`config.mk`:
```
export PLATFORM = sky130hd
export DESIGN_NAME = ppu_layer_compositor
export DESIGN_NICKNAME = d
export VERILOG_FILES = /design/src/rtl/ppu_pkg.sv /design/src/rtl/ppu_prio_group.sv /design/src/rtl/ppu_layer_compositor.sv
export SDC_FILE = /design/constraint.sdc
export NUM_CORES = 1
export LEC_CHECK = 0
export ABC_AREA = 1
export BUFFER_PORTS_ARGS = -buffer_cell sky130_fd_sc_hd__buf_2
export CORE_ASPECT_RATIO = 1.5
export CORE_MARGIN = 5
export CORE_UTILIZATION = 40
export CTS_CLUSTER_SIZE = 24
export DETAILED_ROUTE_END_ITERATION = 10
export SETUP_SLACK_MARGIN = 0.02
export SYNTH_ARGS = -nofsm -noshare
export SYNTH_HDL_FRONTEND = slang
export SYNTH_HIERARCHICAL = 1
export SYNTH_SLANG_ARGS = --single-unit
```
`constraint.sdc`:
```
create_clock -name clk -period 4.48 [get_ports clk]
set_input_delay 0.224 -clock clk [delete_from_list [all_inputs] [get_ports clk]]
set_output_delay 0.224 -clock clk [all_outputs]
set_load 0.05 [all_outputs]
```
`src/rtl/ppu_pkg.sv`:
```
// Shared types and register map for the PPU layer compositor.
package ppu_pkg;
   typedef logic [23:0] rgb_t;

   localparam rgb_t TRANSPARENT_KEY = 24'h202020;

   localparam logic [2:0] PPU_REG_ENABLE = 3'd0;
   localparam logic [2:0] PPU_REG_BG     = 3'd1;
   localparam logic [2:0] PPU_REG_KEY    = 3'd2;
   localparam logic [2:0] PPU_REG_COLL   = 3'd3;
endpackage

```
`src/rtl/ppu_prio_group.sv`:
```
// 4-input priority selector: lowest-index opaque input wins.
module ppu_prio_group #(
   parameter int COLOR_W = 24
) (
   input  logic [3:0]           opq_i,
   input  logic [4*COLOR_W-1:0] col_i,
   output logic                 hit_o,
   output logic [1:0]           idx_o,
   output logic [COLOR_W-1:0]   col_o
);
   always_comb begin
      hit_o = |opq_i;
      idx_o = '0;
      col_o = '0;
      for (int k = 3; k >= 0; k--) begin
         if (opq_i[k]) begin
            idx_o = 2'(k);
            col_o = col_i[k*COLOR_W +: COLOR_W];
         end
      end
   end
endmodule

```
`src/rtl/ppu_layer_compositor.sv`:
```
// Two-stage layer compositor: stage 1 pre-muxes 4-layer groups, stage 2 merges
// groups, drives the RGB output and tracks per-frame layer collisions.
module ppu_layer_compositor
   import ppu_pkg::*;
#(
   parameter int                 NUM_LAYERS  = 20,
   parameter int                 COLOR_W     = 24,
   parameter logic [COLOR_W-1:0] KEY_DEFAULT = TRANSPARENT_KEY,
   parameter int                 ID_W        = $clog2(NUM_LAYERS)
) (
   input  logic                          clk,
   input  logic                          reset,
   input  logic                          write,
   input  logic                          read,
   input  logic [2:0]                    address,
   input  logic [31:0]                   writedata,
   output logic [31:0]                   readdata,
   input  logic [9:0]                    hcount,
   input  logic [9:0]                    vcount,
   input  logic                          pixel_valid,
   input  logic [NUM_LAYERS*COLOR_W-1:0] layer_rgb,
   output logic [COLOR_W-1:0]            rgb_out,
   output logic                          rgb_valid,
   output logic [ID_W-1:0]               layer_id,
   output logic                          bg_sel
);
   localparam int NG = (NUM_LAYERS + 3) / 4;

   logic [NUM_LAYERS-1:0]       enable_q, coll_q, acc_q, opq_d, s1_opq_q;
   logic [COLOR_W-1:0]          bg_q, key_q, s1_bg_q;
   logic [31:0]                 readdata_q, rd_d;
   logic [NG-1:0]               grp_hit_d, s1_hit_q;
   logic [NG-1:0][1:0]          grp_idx_d, s1_idx_q;
   logic [NG-1:0][COLOR_W-1:0]  grp_col_d, s1_col_q;
   logic [2:1]                  vld_pipe_q;
   logic                        s1_fs_q, frame_start_d, multi_d;
   logic                        sel_hit_d;
   logic [ID_W-1:0]             sel_id_d;
   logic [COLOR_W-1:0]          sel_col_d;

   assign frame_start_d = pixel_valid && (hcount == '0) && (vcount == '0);

   for (genvar i = 0; i < NUM_LAYERS; i++) begin : g_opq
      assign opq_d[i] = enable_q[i] && (layer_rgb[i*COLOR_W +: COLOR_W] != key_q);
   end

   // Slots past NUM_LAYERS in the last group are tied non-opaque.
   for (genvar g = 0; g < NG; g++) begin : g_grp
      logic [3:0]           g_opq;
      logic [4*COLOR_W-1:0] g_col;
      for (genvar k = 0; k < 4; k++) begin : g_slot
         localparam int L = g*4 + k;
         if (L < NUM_LAYERS) begin : g_used
            assign g_opq[k]                      = opq_d[L];
            assign g_col[k*COLOR_W +: COLOR_W]   = layer_rgb[L*COLOR_W +: COLOR_W];
         end else begin : g_pad
            assign g_opq[k]                      = 1'b0;
            assign g_col[k*COLOR_W +: COLOR_W]   = '0;
         end
      end
      ppu_prio_group #(.COLOR_W(COLOR_W)) u_grp (
         .opq_i (g_opq),
         .col_i (g_col),
         .hit_o (grp_hit_d[g]),
         .idx_o (grp_idx_d[g]),
         .col_o (grp_col_d[g])
      );
   end

   always_comb begin
      rd_d = '0;
      case (address)
         PPU_REG_ENABLE: rd_d = 32'(enable_q);
         PPU_REG_BG:     rd_d = 32'(bg_q);
         PPU_REG_KEY:    rd_d = 32'(key_q);
         PPU_REG_COLL:   rd_d = 32'(coll_q);
         default:        rd_d = '0;
      endcase
   end

   always_ff @(posedge clk or negedge reset) begin
      if (!reset) begin
         enable_q   <= '1;
         bg_q       <= '0;
         key_q      <= KEY_DEFAULT;
         readdata_q <= '0;
      end else begin
         if (write) begin
            case (address)
               PPU_REG_ENABLE: enable_q <= writedata[NUM_LAYERS-1:0];
               PPU_REG_BG:     bg_q     <= writedata[COLOR_W-1:0];
               PPU_REG_KEY:    key_q    <= writedata[COLOR_W-1:0];
               default: ;
            endcase
         end
         if (read) readdata_q <= rd_d;
      end
   end

   always_ff @(posedge clk or negedge reset) begin
      if (!reset) begin
         vld_pipe_q[1] <= 1'b0;
         s1_fs_q       <= 1'b0;
         s1_opq_q      <= '0;
         s1_bg_q       <= '0;
         s1_hit_q      <= '0;
         s1_idx_q      <= '0;
         s1_col_q      <= '0;
      end else begin
         vld_pipe_q[1] <= pixel_valid;
         s1_fs_q       <= frame_start_d;
         if (pixel_valid) begin
            s1_opq_q <= opq_d;
            s1_bg_q  <= bg_q;
            s1_hit_q <= grp_hit_d;
            s1_idx_q <= grp_idx_d;
            s1_col_q <= grp_col_d;
         end
      end
   end

   always_comb begin
      sel_hit_d = 1'b0;
      sel_id_d  = '0;
      sel_col_d = s1_bg_q;
      for (int g = NG-1; g >= 0; g--) begin
         if (s1_hit_q[g]) begin
            sel_hit_d = 1'b1;
            sel_id_d  = ID_W'(g*4) + ID_W'(s1_idx_q[g]);
            sel_col_d = s1_col_q[g];
         end
      end
   end

   // Two or more bits set: clearing the lowest set bit leaves something.
   assign multi_d = |(s1_opq_q & (s1_opq_q - NUM_LAYERS'(1)));

   always_ff @(posedge clk or negedge reset) begin
      if (!reset) begin
         vld_pipe_q[2] <= 1'b0;
         rgb_out       <= '0;
         layer_id      <= '0;
         bg_sel        <= 1'b0;
         acc_q         <= '0;
         coll_q        <= '0;
      end else begin
         vld_pipe_q[2] <= vld_pipe_q[1];
         if (vld_pipe_q[1]) begin
            rgb_out  <= sel_col_d;
            layer_id <= sel_id_d;
            bg_sel   <= !sel_hit_d;
            if (s1_fs_q) begin
               coll_q <= acc_q;
               acc_q  <= multi_d ? s1_opq_q : '0;
            end else if (multi_d) begin
               acc_q  <= acc_q | s1_opq_q;
            end
         end
      end
   end

   assign rgb_valid = vld_pipe_q[2];
   assign readdata  = readdata_q;
endmodule

```
==> impl_metrics.env <==
export IMPL_synth_top_area_frac=0.302
export IMPL_stdcell_count=5192
export IMPL_setup_violations=0
export IMPL_hold_class="primary input to register"
export IMPL_yosys_area_top_type="dfrtp_1"
export IMPL_finalInstanceArea_um2=31100
export IMPL_drive_gt1_frac=0.226
export IMPL_dp_slack_ps=724
export IMPL_start_util=0.404
export IMPL_outcome="finished, final reports clean"
export IMPL_synth_edf_count=0
export IMPL_cts_made_buffers=31
export IMPL_synth_area_per_cell_um2=7.05
export IMPL_worstReg2RegStart="key_q[1]"
export IMPL_drv_cap=0
export IMPL_cts_resized=0
export IMPL_fin_tns_setup_ps=0
export IMPL_slew_viol_final=0
export IMPL_gp_congestion=1.02
export IMPL_ctsRootBufferMaster="clkbuf_16"
export IMPL_cp_required_ps=4940
export IMPL_fin_crit_sh=0.862
export IMPL_vdd_drop_max_mv=0.343
export IMPL_rsz0062_at_grt="false"
export IMPL_ys_flop_type="dfrtp_1"
export IMPL_yosysWarnings=6
export IMPL_grt_max_degree=174
export IMPL_placed_area_um2=29500
export IMPL_worstSkewPairLatency_ps=590
export IMPL_swShare=0.446
export IMPL_synthToLayoutAreaGrowth_pct=17.1
export IMPL_p_total_mw=13.1
export IMPL_cts_tree="yes"
export IMPL_grt_overflow_total=0
export IMPL_dp_cells=5044
export IMPL_finalWorstSetupSlack_ps=617
export IMPL_vias=28200
export IMPL_wl_per_cell_um=24.7
export IMPL_p_sw_mw=5.83
export IMPL_core_region_area_um2=65800
export IMPL_fmax_mhz=259
export IMPL_postLayoutCoreUtil=0.473
export IMPL_clkSlewWorstSetupHoldPaths_ps=70
export IMPL_die_w_um=220
export IMPL_synth_cells=3770
export IMPL_dr_pass1_iters=6
export IMPL_fin_nets=4792
export IMPL_skew_ps=24.6
export IMPL_grt_usage=0.345
export IMPL_clock_sinks=344
export IMPL_netlist_top_cells_count="nand2_1, xnor2_1, dfrtp_1"
export IMPL_crit_type="register to register"
export IMPL_std_cell_rows=115
export IMPL_port_buffers=586
export IMPL_end_kind="register"
export IMPL_hold_start="layer_rgb[388]"
export IMPL_io_pins=603
export IMPL_worstPathMaxFanout=26
export IMPL_whs_ps=16.0
export IMPL_grt_pass1_vias=27300
export IMPL_cp_slowest_cell="inv_1"
export IMPL_antenna_found_initial=57
export IMPL_worst_slew_pin_slew_ps=1240
export IMPL_p_comb_frac=0.448
export IMPL_clkPwrFrac=0.210
export IMPL_min_period_ps=3860
export IMPL_drcViolationCount=0
export IMPL_ant_nets=0
export IMPL_clockBufferDepth=3
export IMPL_grt_pass1_wl_um=184000
export IMPL_p_seq_frac=0.342
export IMPL_hold_viol=0
export IMPL_max_slew_margin_rel=0.172
export IMPL_first_iter_violations=2685
export IMPL_power_leakage_nw=14.9
export IMPL_num_fill_cells=7021
export IMPL_dieArea_um2=71800
export IMPL_crit_arrival_ps=4330
export IMPL_syn_cell_area_um2=26600
export IMPL_synthTopCellsByArea="dfrtp_1, nand2_1, xnor2_1"
export IMPL_drt_wl_total_um=128000
export IMPL_ys_seq_elements=344
export IMPL_slowest_delay_ps=690
export IMPL_crit_top_cell="nand2_1"
export IMPL_yosysMostFrequentCell="nand2_1"
export IMPL_synth_async_reset_ratio=1.00
export IMPL_p_per_area_nw_per_um2=420
export IMPL_p_int_mw=7.25
export IMPL_routed_via_density=5.43
export IMPL_start_kind="register"
export IMPL_ys_types=41
export IMPL_die_h_um=326
export IMPL_dp_hpwl_um=102000
export IMPL_startpoint="key_q[1]"
export IMPL_htree_levels=1
export IMPL_yosysSeqAreaShare=0.325
export IMPL_crit_chain="buf_4 -> inv_1 -> buf_4 -> or2_2 -> nand3_1 -> nor4_1 -> nand3_1 -> nand2_1 -> inv_1 -> nand3_1 -> nand2_1 -> nand2_1 -> nand2_1 -> nand2_1 -> nand2_1"
-- logic make-up after synthesis --
kind of cell	count (synthesis)	synth area share
simple gates	2117	0.342
buf+inv	446	0.0973
compound gates	425	0.0892
xor+xnor	412	0.136
flops	344	0.325
mux	25	0.0106
other cells	1	0.000141
-- layer usage --
layer,vias up,track usage,part of all wire,routed length [um]
met1,13400,0.420,0.37,47900
met5,-,0,0.0015,194
li1,13000,-,-,-
met4,28,0.179,0.066,8440
met2,1387,0.576,0.48,61000
met3,349,0.0661,0.084,10700
-- layout by cell type (no fill, tap or decap), types with 3 or more instances in the layout --
cell	count
nand3_2	20
nor3_2	3
nor4_1	9
clkbuf_16	31
or2_2	49
o211ai_1	37
a22oi_1	16
nand3_1	206
conb_1	8
xnor2_1	408
nand4_1	126
a31oi_1	24
nor2_2	92
nor3_1	17
a21oi_1	170
o211ai_2	4
dfrtp_1	319
nor2_4	4
clkinvlp_4	4
xor2_1	4
diode_2	38
o21ai_0	148
buf_12	4
nor2_1	288
inv_1	150
dfstp_2	23
clkbuf_8	6
buf_4	82
clkinv_2	9
buf_2	584
mux2_2	25
inv_8	10
clkbuf_1	4
o21ai_1	11
o2111ai_1	11
dlygate4sd3_1	52
nand2_1	1298
-- critical path: cells and delay by family (launching register included) --
kind / cells / cell delay, ps
buf+inv: 4 / 1730
flops: 1 / 360
simple gates: 11 / 1630
-- layout make-up --
type,count,area [um2],share of cell area
inverters,164,693,0.0223
clock buffers,41,873,0.0281
multi-input cells,2987,15400,0.495
flip-flops and latches,344,8640,0.278
well taps,877,1100,0.0353
clock inverters,17,153,0.00490
repair buffers,724,4170,0.134
diodes,38,95.1,0.00306
-- registers in the layout, summed over array words and instances (netlist names), 5 cells and up --
name,count
s1_bg_q,24
readdata,24
rgb_out,24
s1_idx_q,10
key_q,24
coll_q,20
s1_hit_q,5
acc_q,20
enable_q,20
s1_opq_q,20
layer_id,5
s1_col_q,120
bg_q,24
-- path summary, 6_finish.rpt --
check                                 to  slack [ps]  cells after the start
max in group asynchronous       key_q[5]        3010                      3
setup reg to reg            s1_col_q[99]         620                     15
hold / removal             s1_col_q[100]          20                      5
hold reg to reg              s1_idx_q[1]         480                      2
setup / recovery            s1_col_q[99]         620                     15
min in group asynchronous   s1_col_q[18]         290                      2
-- timing repair --
action / 4_1_cts / 5_1_grt
endpoints found under the hold margin: 194 / 0
hold buffers: 52 / 0
setup endpoints to repair: 0 / 0
buffers inserted: 0 / 0
-- power by group through the flow --
stage	Clock (mW)	Combinational (mW)	Sequential (mW)
floorplan	0	3.87	4.40
global placement	0	5.69	4.48
detailed placement	0	5.73	4.50
CTS	2.78	5.79	4.45
global route	2.89	6.33	4.51
finish	2.74	5.86	4.47
No activity file was read; power rests on OpenSTA's default activity.
